**config.mk**
```make
export PLATFORM = sky130hd
export DESIGN_NAME = ntt_stage_scheduler
export DESIGN_NICKNAME = d
export VERILOG_FILES = /design/src/rtl/ntt_sched_pkg.sv /design/src/rtl/ntt_addr_delay.sv /design/src/rtl/ntt_stage_scheduler.sv
export SDC_FILE = /design/constraint.sdc
export NUM_CORES = 1
export LEC_CHECK = 0
export ABC_AREA = 1
export BUFFER_PORTS_ARGS = -buffer_cell sky130_fd_sc_hd__buf_2
export CAP_MARGIN = 20
export CELL_PAD_IN_SITES_DETAIL_PLACEMENT = 0
export CELL_PAD_IN_SITES_GLOBAL_PLACEMENT = 2
export CORE_MARGIN = 1.5
export CORE_UTILIZATION = 37
export DETAILED_ROUTE_END_ITERATION = 10
export GPL_ROUTABILITY_DRIVEN = 1
export GPL_TIMING_DRIVEN = 1
export MAX_ROUTING_LAYER = met4
export PLACE_DENSITY = 0.77
export REMOVE_ABC_BUFFERS = 1
export SETUP_SLACK_MARGIN = 0.3
export SYNTH_ARGS = -nofsm -noshare
export SYNTH_HDL_FRONTEND = slang
export SYNTH_SLANG_ARGS = --single-unit
```
**constraint.sdc**
```tcl
create_clock -name clk -period 3.4 [get_ports clk]
set_clock_uncertainty 0.15 [all_clocks]
set_input_delay 0.17 -clock clk [delete_from_list [all_inputs] [get_ports clk]]
set_output_delay 0.17 -clock clk [all_outputs]
set_load 0.01 [all_outputs]
```
**src/rtl/ntt_sched_pkg.sv**
```systemverilog
// Shared definitions for the NTT stage scheduler.
// Holds the FSM state encoding, the default read and butterfly latencies,
// the resulting write-back delays for CT and GS mode, and max_lat(), which
// sizes the write-back delay line.
package ntt_sched_pkg;

  typedef logic [1:0] fsm_state_t;

  localparam fsm_state_t ST_IDLE  = 2'd0;
  localparam fsm_state_t ST_ISSUE = 2'd1;
  localparam fsm_state_t ST_DRAIN = 2'd2;
  localparam fsm_state_t ST_DONE  = 2'd3;

  localparam int DEF_RD_LAT = 1;
  localparam int DEF_LAT_CT = 17;
  localparam int DEF_LAT_GS = 19;

  // Read-to-write-back distance seen by the scheduler in each mode.
  localparam int D_CT = DEF_RD_LAT + DEF_LAT_CT;
  localparam int D_GS = DEF_RD_LAT + DEF_LAT_GS;

  function automatic int max_lat(input int a, input int b);
    return (a > b) ? a : b;
  endfunction

endpackage

```
**src/rtl/ntt_addr_delay.sv**
```systemverilog
// Write-back delay line for the NTT scheduler.
// Carries a valid bit and the two operand addresses of every issued
// butterfly. The output is taken at depth TAP_CT or TAP_GS, so results are
// written back in the same cycle the butterfly produces them.
// Ports:
//   clk, rst         clock and synchronous active-high clear
//   sel_ct           1 selects the CT tap, 0 selects the GS tap
//   in_vld           read strobe of the current cycle
//   in_a, in_b       read addresses of the current cycle
//   out_vld          delayed strobe (write enable)
//   out_a, out_b     delayed addresses (write addresses)
module ntt_addr_delay
  import ntt_sched_pkg::*;
#(
  parameter int AW     = 12,
  parameter int TAP_CT = D_CT,
  parameter int TAP_GS = D_GS,
  parameter int DEPTH  = max_lat(TAP_CT, TAP_GS)
) (
  input  logic          clk,
  input  logic          rst,
  input  logic          sel_ct,
  input  logic          in_vld,
  input  logic [AW-1:0] in_a,
  input  logic [AW-1:0] in_b,
  output logic          out_vld,
  output logic [AW-1:0] out_a,
  output logic [AW-1:0] out_b
);

  logic [DEPTH-1:0] vld;
  logic [AW-1:0]    a_q [DEPTH];
  logic [AW-1:0]    b_q [DEPTH];

  // Entry k holds what was presented k+1 cycles ago, so a tap of depth D
  // reproduces the read of exactly D cycles earlier. Clearing the valid
  // bits on reset cancels every write still in flight.
  always_ff @(posedge clk) begin
    if (rst) begin
      vld <= '0;
      for (int k = 0; k < DEPTH; k++) begin
        a_q[k] <= '0;
        b_q[k] <= '0;
      end
    end else begin
      vld    <= {vld[DEPTH-2:0], in_vld};
      a_q[0] <= in_a;
      b_q[0] <= in_b;
      for (int k = 1; k < DEPTH; k++) begin
        a_q[k] <= a_q[k-1];
        b_q[k] <= b_q[k-1];
      end
    end
  end

  assign out_vld = sel_ct ? vld[TAP_CT-1] : vld[TAP_GS-1];
  assign out_a   = sel_ct ? a_q[TAP_CT-1] : a_q[TAP_GS-1];
  assign out_b   = sel_ct ? b_q[TAP_CT-1] : b_q[TAP_GS-1];

endmodule

```
**src/rtl/ntt_stage_scheduler.sv**
```systemverilog
// Address and timing controller for one in-place NTT (CT) or iNTT (GS).
// Issues one butterfly per cycle (operand addresses plus twiddle index),
// delays the operand addresses to the butterfly output for write-back, and
// drains the pipeline between stages.
// Ports:
//   clk, rst               clock and synchronous active-high reset
//   start, use_ct          transform request and mode (1 = CT, 0 = GS)
//   busy, done             transform in progress / one-cycle completion
//   bfly_use_ct            latched mode for the butterfly
//   rd_en, rd_addr_a/b     coefficient read strobe and operand addresses
//   tw_addr                twiddle ROM index
//   wr_en, wr_addr_a/b     write-back strobe and destination addresses
module ntt_stage_scheduler
  import ntt_sched_pkg::*;
#(
  parameter int LOG_N  = 12,
  parameter int RD_LAT = DEF_RD_LAT,
  parameter int LAT_CT = DEF_LAT_CT,
  parameter int LAT_GS = DEF_LAT_GS
) (
  input  logic             clk,
  input  logic             rst,
  input  logic             start,
  input  logic             use_ct,
  output logic             busy,
  output logic             done,
  output logic             bfly_use_ct,
  output logic             rd_en,
  output logic [LOG_N-1:0] rd_addr_a,
  output logic [LOG_N-1:0] rd_addr_b,
  output logic [LOG_N-1:0] tw_addr,
  output logic             wr_en,
  output logic [LOG_N-1:0] wr_addr_a,
  output logic [LOG_N-1:0] wr_addr_b
);

  localparam int DLY_CT  = RD_LAT + LAT_CT;
  localparam int DLY_GS  = RD_LAT + LAT_GS;
  localparam int DLY_MAX = max_lat(DLY_CT, DLY_GS);
  localparam int SW      = (LOG_N > 1) ? $clog2(LOG_N) : 1;
  localparam int CW      = $clog2(DLY_MAX + 1);
  localparam int KW      = LOG_N - 1;

  fsm_state_t       state;
  logic [SW-1:0]    stage;
  logic [KW-1:0]    k;
  logic [CW-1:0]    drain;
  logic             mode;

  logic [SW-1:0]    sh;
  logic [LOG_N-1:0] kx;
  logic [LOG_N-1:0] low_mask;
  logic [LOG_N-1:0] addr_a;
  logic [LOG_N-1:0] addr_b;
  logic [LOG_N-1:0] addr_tw;
  logic             issuing;

  // k counts butterflies within a stage. With t = 1 << sh, the nested
  // (i, j) loop is i = k >> sh, j = k mod t, so 2*i*t + j is k with a zero
  // bit inserted at position sh, and the b operand sets that bit. The
  // twiddle index m + i uses m = N / (2t).
  always_comb begin
    sh       = mode ? (SW'(LOG_N - 1) - stage) : stage;
    kx       = {1'b0, k};
    low_mask = (LOG_N'(1) << sh) - LOG_N'(1);
    addr_a   = ((kx & ~low_mask) << 1) | (kx & low_mask);
    addr_b   = addr_a | (LOG_N'(1) << sh);
    addr_tw  = (LOG_N'(1) << (SW'(LOG_N - 1) - sh)) + (kx >> sh);
  end

  // Stage sequencing. The drain counter is loaded with the write-back
  // delay on the last issue, so the next stage's first read lands in the
  // cycle after the previous stage's last write.
  always_ff @(posedge clk) begin
    if (rst) begin
      state <= ST_IDLE;
      stage <= '0;
      k     <= '0;
      drain <= '0;
      mode  <= 1'b0;
    end else begin
      case (state)
        ST_IDLE: begin
          if (start) begin
            state <= ST_ISSUE;
            mode  <= use_ct;
            stage <= '0;
            k     <= '0;
          end
        end
        ST_ISSUE: begin
          k <= k + KW'(1);
          if (&k) begin
            state <= ST_DRAIN;
            drain <= mode ? CW'(DLY_CT) : CW'(DLY_GS);
          end
        end
        ST_DRAIN: begin
          if (drain == CW'(1)) begin
            drain <= '0;
            if (stage == SW'(LOG_N - 1)) begin
              state <= ST_DONE;
            end else begin
              state <= ST_ISSUE;
              stage <= stage + SW'(1);
            end
          end else begin
            drain <= drain - CW'(1);
          end
        end
        ST_DONE: state <= ST_IDLE;
        default: state <= ST_IDLE;
      endcase
    end
  end

  assign issuing     = (state == ST_ISSUE);
  assign busy        = (state == ST_ISSUE) || (state == ST_DRAIN);
  assign done        = (state == ST_DONE);
  assign bfly_use_ct = mode;
  assign rd_en       = issuing;
  assign rd_addr_a   = issuing ? addr_a  : '0;
  assign rd_addr_b   = issuing ? addr_b  : '0;
  assign tw_addr     = issuing ? addr_tw : '0;

  ntt_addr_delay #(
    .AW     (LOG_N),
    .TAP_CT (DLY_CT),
    .TAP_GS (DLY_GS),
    .DEPTH  (DLY_MAX)
  ) u_delay (
    .clk     (clk),
    .rst     (rst),
    .sel_ct  (mode),
    .in_vld  (rd_en),
    .in_a    (rd_addr_a),
    .in_b    (rd_addr_b),
    .out_vld (wr_en),
    .out_a   (wr_addr_a),
    .out_b   (wr_addr_b)
  );

endmodule

```
### Word level (Yosys, flattened, before mapping)

Memory sizes are Yosys's and may differ from the RTL's.
Index checks and enable logic that the tools add are counted.

* flip-flop bits (word level): 43
* bits in writable memories: 480
* output and inout bits: 65
* logic and storage cells: 148
* memories kept: 2

* add/subtract/negate cells: 7
* equal/unequal tests: 9
* shift-type cells: 3
* multiplexer cells: 65
* bitwise operators: 45
* reduce and logical (&&, ||, !) cells: 11

Memories
* u_delay.a_q: depth 20, width 12, rd ports 20, clocked after memory_dff 0, wr ports 20, RTL line ntt_addr_delay.sv:32 `logic [AW-1:0] a_q [DEPTH];`
* u_delay.b_q: depth 20, width 12, rd ports 20, clocked after memory_dff 0, wr ports 20, RTL line ntt_addr_delay.sv:33 `logic [AW-1:0] b_q [DEPTH];`

Operators with widths (number)
* two-way mux 12 bit: 45
* OR 1 bit: 40
* OR 12 bit: 2
* left shift 1 x 4 -> 12 bit, first input constant: 2
* one-hot mux 11 bit (2 select lines): 1
* two-way mux 4 bit: 4
* adder 12 bit: 1
* bitwise AND 11 x 12 -> 12 bit: 1
* >> shifter 11 x 4 -> 12 bit: 1
* subtractor 12 x 2 -> 12 bit, second input constant: 1
* adder 11 x 1 -> 11 bit, second input constant: 1
* bitwise AND 11 bit: 1
* two-way mux 11 bit: 1
* inverter 11 bit: 1
* AND reduction 11 bit: 1
* two-way mux 5 bit: 2
* one-hot mux 5 bit (2 select lines): 1
* two-way mux 2 bit: 4
* one-hot mux 2 bit (4 select lines): 1
* one-hot mux 4 bit (2 select lines): 1
* subtractor 4 bit, first input constant: 2
* inequality test 2 bit, second input constant: 3
* AND reduction 2 bit: 3
* nonzero test 2 bit: 3
* 13 further kinds: 17

### Depth between registers and ports, before layout

* depth after elaboration: 10
* mapped depth: 22
* depth with buffers taken out: 21

### Hierarchy

Synthesis repeated with hierarchy kept, for this count alone.

* cells, all modules: 2149
* area total of the unflattened synthesis: 17576.9 sq um

By module, submodules not included
* ntt_addr_delay: times used 1, cells each 1637, area an instance 14705.4 sq um, seq. area each 10009.6 sq um
* ntt_stage_scheduler: times used 1, cells each 512, area an instance 2871.5 sq um, seq. area each 460.4 sq um

### Worst setup path after synthesis

OpenSTA, ideal clock, no wires.

* path kind: register -> output
* start point: register stage[3]
* end point: output tw_addr[8]
* arrival: 2.631 ns
* path slack: 0.449 ns
* cell stages (with the launch flop): 20
* path buffers: 0
* cell sequence: dfxtp_1 -> inv_1 -> ha_1 -> inv_1 -> nand2_1 -> nand2_2 -> nand2_2 -> inv_2 -> nand2_1 -> o211ai_1 -> a21oi_1 -> ha_1 -> fa_1 -> nand3_1 -> nand2_1 -> nand3_1 -> nand2_1 -> nand3_1 -> a21oi_1 -> nor2_1

* cells in the longest elaborated chain, start to end: 6

RTL lines
* start: declaration: RTL line ntt_stage_scheduler.sv:45 `logic [SW-1:0] stage;`
* start signal: assignment: RTL line ntt_stage_scheduler.sv:105 `stage <= stage + SW'(1);`
* subtractor 4 bit: RTL line ntt_stage_scheduler.sv:63 `sh = mode ? (SW'(LOG_N - 1) - stage) : stage;`
* two-way mux 4 bit *: RTL line ntt_stage_scheduler.sv:63
* subtractor 4 bit: RTL line ntt_stage_scheduler.sv:68 `addr_tw = (LOG_N'(1) << (SW'(LOG_N - 1) - sh)) + (kx >> sh);`
* left shift 1 x 4 -> 12 bit: RTL line ntt_stage_scheduler.sv:68
* adder 12 bit *: RTL line ntt_stage_scheduler.sv:68
* two-way mux 12 bit *: RTL line ntt_stage_scheduler.sv:124 `assign tw_addr = issuing ? addr_tw : '0;`
* end: declaration: RTL line ntt_stage_scheduler.sv:31 `output logic [LOG_N-1:0] tw_addr,`

Mark *: on every way between the ends. The rest lies on a longest branch, timed or not.

### Worst setup path in the final report

* start point: register stage[3]
* end point: output tw_addr[10]

The elaborated chain is that of the path after synthesis.

==> summary.md <==
| Metric | Value |
|---|---|
| Status | `finished with violations` |
| Failing checks | `negative setup slack` |
| Area growth from synthesis to layout | `21.62%` |
| I/O pin count | `a little under 70` |
| CP bufs+invs | `6` |
| DRC Markers | `0` |
| Routed Antenna Nets | `0` |
| Adder-Cell Fraction of Synth Area | `~1.7%` |
| Fin Setup TNS | `-0.2018 ns` |
| Maxcap violations | `0` |
| Most common cell after layout, fill and taps aside | `inv_1` |
| Post-synthesis simple-gate area fraction | `18.55%` |
| CTS tree | `yes` |
| Commonest cells after routing, fill and taps aside | `inv_1 (537), nor2_1 (536), dfxtp_1 (519), nand2_1 (140), buf_2 (67)` |
| Synth Area in XOR/XNOR | `less than 1%` |
| First-pass GRT wire length | `50.64 mm` |
| Main combinational cell family by area after synthesis | `simple AND/OR/NAND/NOR gates` |
| Vias in the first global route | `10280` |
| Largest net degree at the start of global routing | `170` |
| RSZ-0062 raised after global routing | `true` |
| Core area | `between 0.04 and 0.05 mm²` |
| Hold Startpoint | `u_delay.b_q[0][123]$_SDFF_PP0_` |
| Compound-Gate Fraction of Synth Area | `about 4.2%` |
| Final Max Slew Viols | `0` |
| I/O Buffers | `68` |
| DP Area | `about 0.018 mm²` |
| Top_reg_cell synth | `dfxtp_1` |
| Slowest cell delay on critical path | `0.38 ns` |
| Final Cycle Share | `102.3%` |
| IR drop worst, VDD | `0.0004794 V` |
| Register bit total from synthesis | `approximately 520` |
| Routability cong. | `slightly above 0.8` |
| Mapped cell area | `~0.017 mm²` |
| Diodes inserted | `0` |
| H-tree depth | `2` |
| Routed via count | `about 11000` |
| Clock latency on the worst-skew pair | `0.58 ns` |
| Clock Sinks | `between 500 and 600` |
| Worst Tran Pin Value | `0.7078 ns` |
| Async SR Flop Fraction | `0%` |
| Slowest CP cell | `fa_2` |
| Fin area | `0.02086 mm²` |
| CTS Buffer Depth | `3` |
| Mux share of post-synthesis cell area | `0%` |
| Critical path class | `reg2out` |
| Final core occ | `45.78%` |
| Worst hold path type | `reg2reg` |
| Share of post-route cells with drive strength above 1 | `16.20%` |
| Fmax | `between 0.2 and 0.3 GHz` |
| Vias per cell | `between 4 and 5` |
| Final setup fails | `4` |
| Final Hold Viols | `0` |
| Post-route insts no fill | `around 2900` |
| Number of enable flip-flop cells after synthesis | `0` |
| Die width | `between 200 and 250 µm` |
| WL/cell | `approximately 11 µm` |
| Row count | `between 70 and 80` |
| Worst EP arrival | `roughly 3.2 ns` |
| Initial Util | `around 38%` |
| Power Density | `678.6 mW/mm²` |
| Final nets | `approximately 2200` |
| Critical path launch point type | `register` |
| PnR worst setup slack | `-0.07808 ns` |
| Sequential area share after synthesis | `between 60% and 70%` |
| Initial DRC Count | `550` |
| Clock buffer count from CTS | `53` |
| Unique masters post-synth | `42` |
| Critical path endpoint category | `primary output` |
| Die ar. | `~0.048 mm²` |
| R2R Path Start | `stage[3]$_SDFFE_PP0P_` |
| Warnings, synthesis | `0` |
| Min cycle time layout | `about 3.5 ns` |
| Worst slew margin | `a little over half` |
| Placed Cells incl. Taps | `about 2700` |
| First-pass detailed-route iteration total | `4` |
| Worst Path Required | `around 3.1 ns` |
| Pleak | `about 8.5 nW` |
| Initial antenna violation count | `0` |
| Total gr overflow | `0` |
| Syn Area/Cell | `8.212 µm²` |
| Hpwl dp | `between 15 and 20 mm` |
| CTS root buffer | `clkbuf_16` |
| Register clock-pin slew on the reported worst setup and hold paths | `roughly 0.060 ns` |
| CP top delay family | `buffers and inverters` |
| Cell Chain, Critical Path | `inv_2 > ha_4 > inv_2 > nand2_2 > nand2_4 > nand3_4 > buf_6 > o211ai_1 > a21oi_2 > buf_4 > fa_2 > buf_6 > nand3_2 > nand4_1 > o21ai_1 > a21oi_2 > buf_2` |
| Die Y | `218.3 µm` |
| Max FO, Critical Path | `6` |
| Gr usage total | `a little over an eighth` |
| Routed WL | `between 30 and 40 mm` |
| Worst Setup SP | `stage[3]$_SDFFE_PP0P_` |
| Syn Inst Count | `2089` |
-- kinds of logic (layout without fill, tap and decap cells) --
logic type / Yosys count / after routing
AOI/OAI and AO/OA: 128 / 128
xor gates and xnor gates: 6 / 6
adders and majority gates: 23 / 23
buffers and inverters: 628 / 790
DFF: 523 / 523
and+or+nand+nor: 781 / 783
-- sequential cells by signal (all words and copies together), names as in the netlist --
name / flops
u_delay.a_q: 240
u_delay.b_q: 240
stage: 4
state: 2
drain: 5
u_delay.vld: 20
k: 11
bfly_use_ct: 1
-- worst register-to-register path: stages, from the launching register on --
cell      delay (ns)
dfxtp_2         0.33
inv_2           0.05
ha_4            0.25
nand2_4         0.07
buf_6           0.09
nand3_4         0.12
buf_4           0.21
nor2_4          0.15
inv_2           0.07
ha_1            0.22
inv_2           0.14
buf_4           0.13
o221ai_1        0.11
nand2_1         0.15
buf_4           0.13
buf_4           0.09
nor2_1          0.03
-- cells in the mapped netlist (2+ instances only) --
library cell | instances | area, µm²
a211oi_1 | 2 | 15.01
a21oi_1 | 42 | 210.2
a21oi_2 | 3 | 26.28
buf_1 | 2 | 7.510
buf_2 | 23 | 115.1
buf_6 | 4 | 45.04
clkbuf_1 | 43 | 161.4
dfxtp_1 | 523 | 10470
ha_1 | 22 | 275.3
inv_1 | 543 | 2038
inv_2 | 11 | 41.29
inv_4 | 2 | 12.51
nand2_1 | 161 | 604.3
nand2_2 | 12 | 75.07
nand2_4 | 11 | 123.9
nand3_1 | 32 | 160.2
nand3_2 | 5 | 50.05
nor2_1 | 541 | 2031
nor2_2 | 3 | 18.77
nor2_4 | 3 | 33.78
nor3_1 | 6 | 30.03
o211ai_1 | 6 | 45.04
o21ai_0 | 54 | 270.3
o21ai_1 | 6 | 30.03
o21ai_2 | 6 | 52.55
o22ai_1 | 4 | 25.02
xnor2_1 | 3 | 26.28
xor2_1 | 2 | 17.52
-- routing by layer --
metal,wire length [µm],up-vias,global-route usage (%)
met5,0,-,-
met4,1026,0,6.000
met3,1266,70,2.533
met2,13270,161,21.43
met1,14820,5035,17.04
li1,-,6187,-
-- path summary, 6_finish.rpt --
kind	endpoint	slack, ns	depth (start not counted)
worst max-delay path	tw_addr[10]	-0.08	17
worst min-delay path	u_delay.b_q[0][135]$_SDFF_PP0_	0.24	2
worst max register to register	u_delay.b_q[0][2]$_SDFF_PP0_	0.77	16
worst min register to register	u_delay.b_q[0][135]$_SDFF_PP0_	0.24	2
-- power by group --
part / internal [mW] / switching, mW / total [mW]
clock: 3.57 / 2.34 / 5.91
sequential: 6.18 / 0.0519 / 6.24
combinational: 0.718 / 1.29 / 2.01
total: 10.5 / 3.69 / 14.2
-- cell type report --
| cell class | count | area, µm² |
|---|---|---|
| flip-flops and latches | 523 | 10480 |
| well taps | 600 | 750.7 |
| repair buffers | 135 | 938.4 |
| multi-input cells | 940 | 4737 |
| inverters | 556 | 2105 |
| clock inverters | 18 | 210.2 |
| fillers | 4503 | 24710 |
| clock buffers | 81 | 1643 |
-- per-stage QoR --
stage	hold WS [ns]	worst slack (ns)	power (mW)
after floorplan	0.08244	0.2106	7.318
after global placement	0.2386	0.08983	7.953
after detailed placement	0.2416	0.04022	7.938
after CTS	0.2459	-0.1505	14.30
after global routing	0.2532	-0.2631	14.87
final	0.2400	-0.07808	14.16
-- repair_timing --
item / in CTS / in global routing
hold endpoints to repair: 48 / 0
endpoints found under the setup margin: 34 / 33
pin swaps: 28 / 29
hold buffers: 5 / 0
gates cloned: 2 / 0
resized for setup: 87 / 43
setup buffers: 21 / 8
Note: power is estimated with default switching activity, not from simulation.
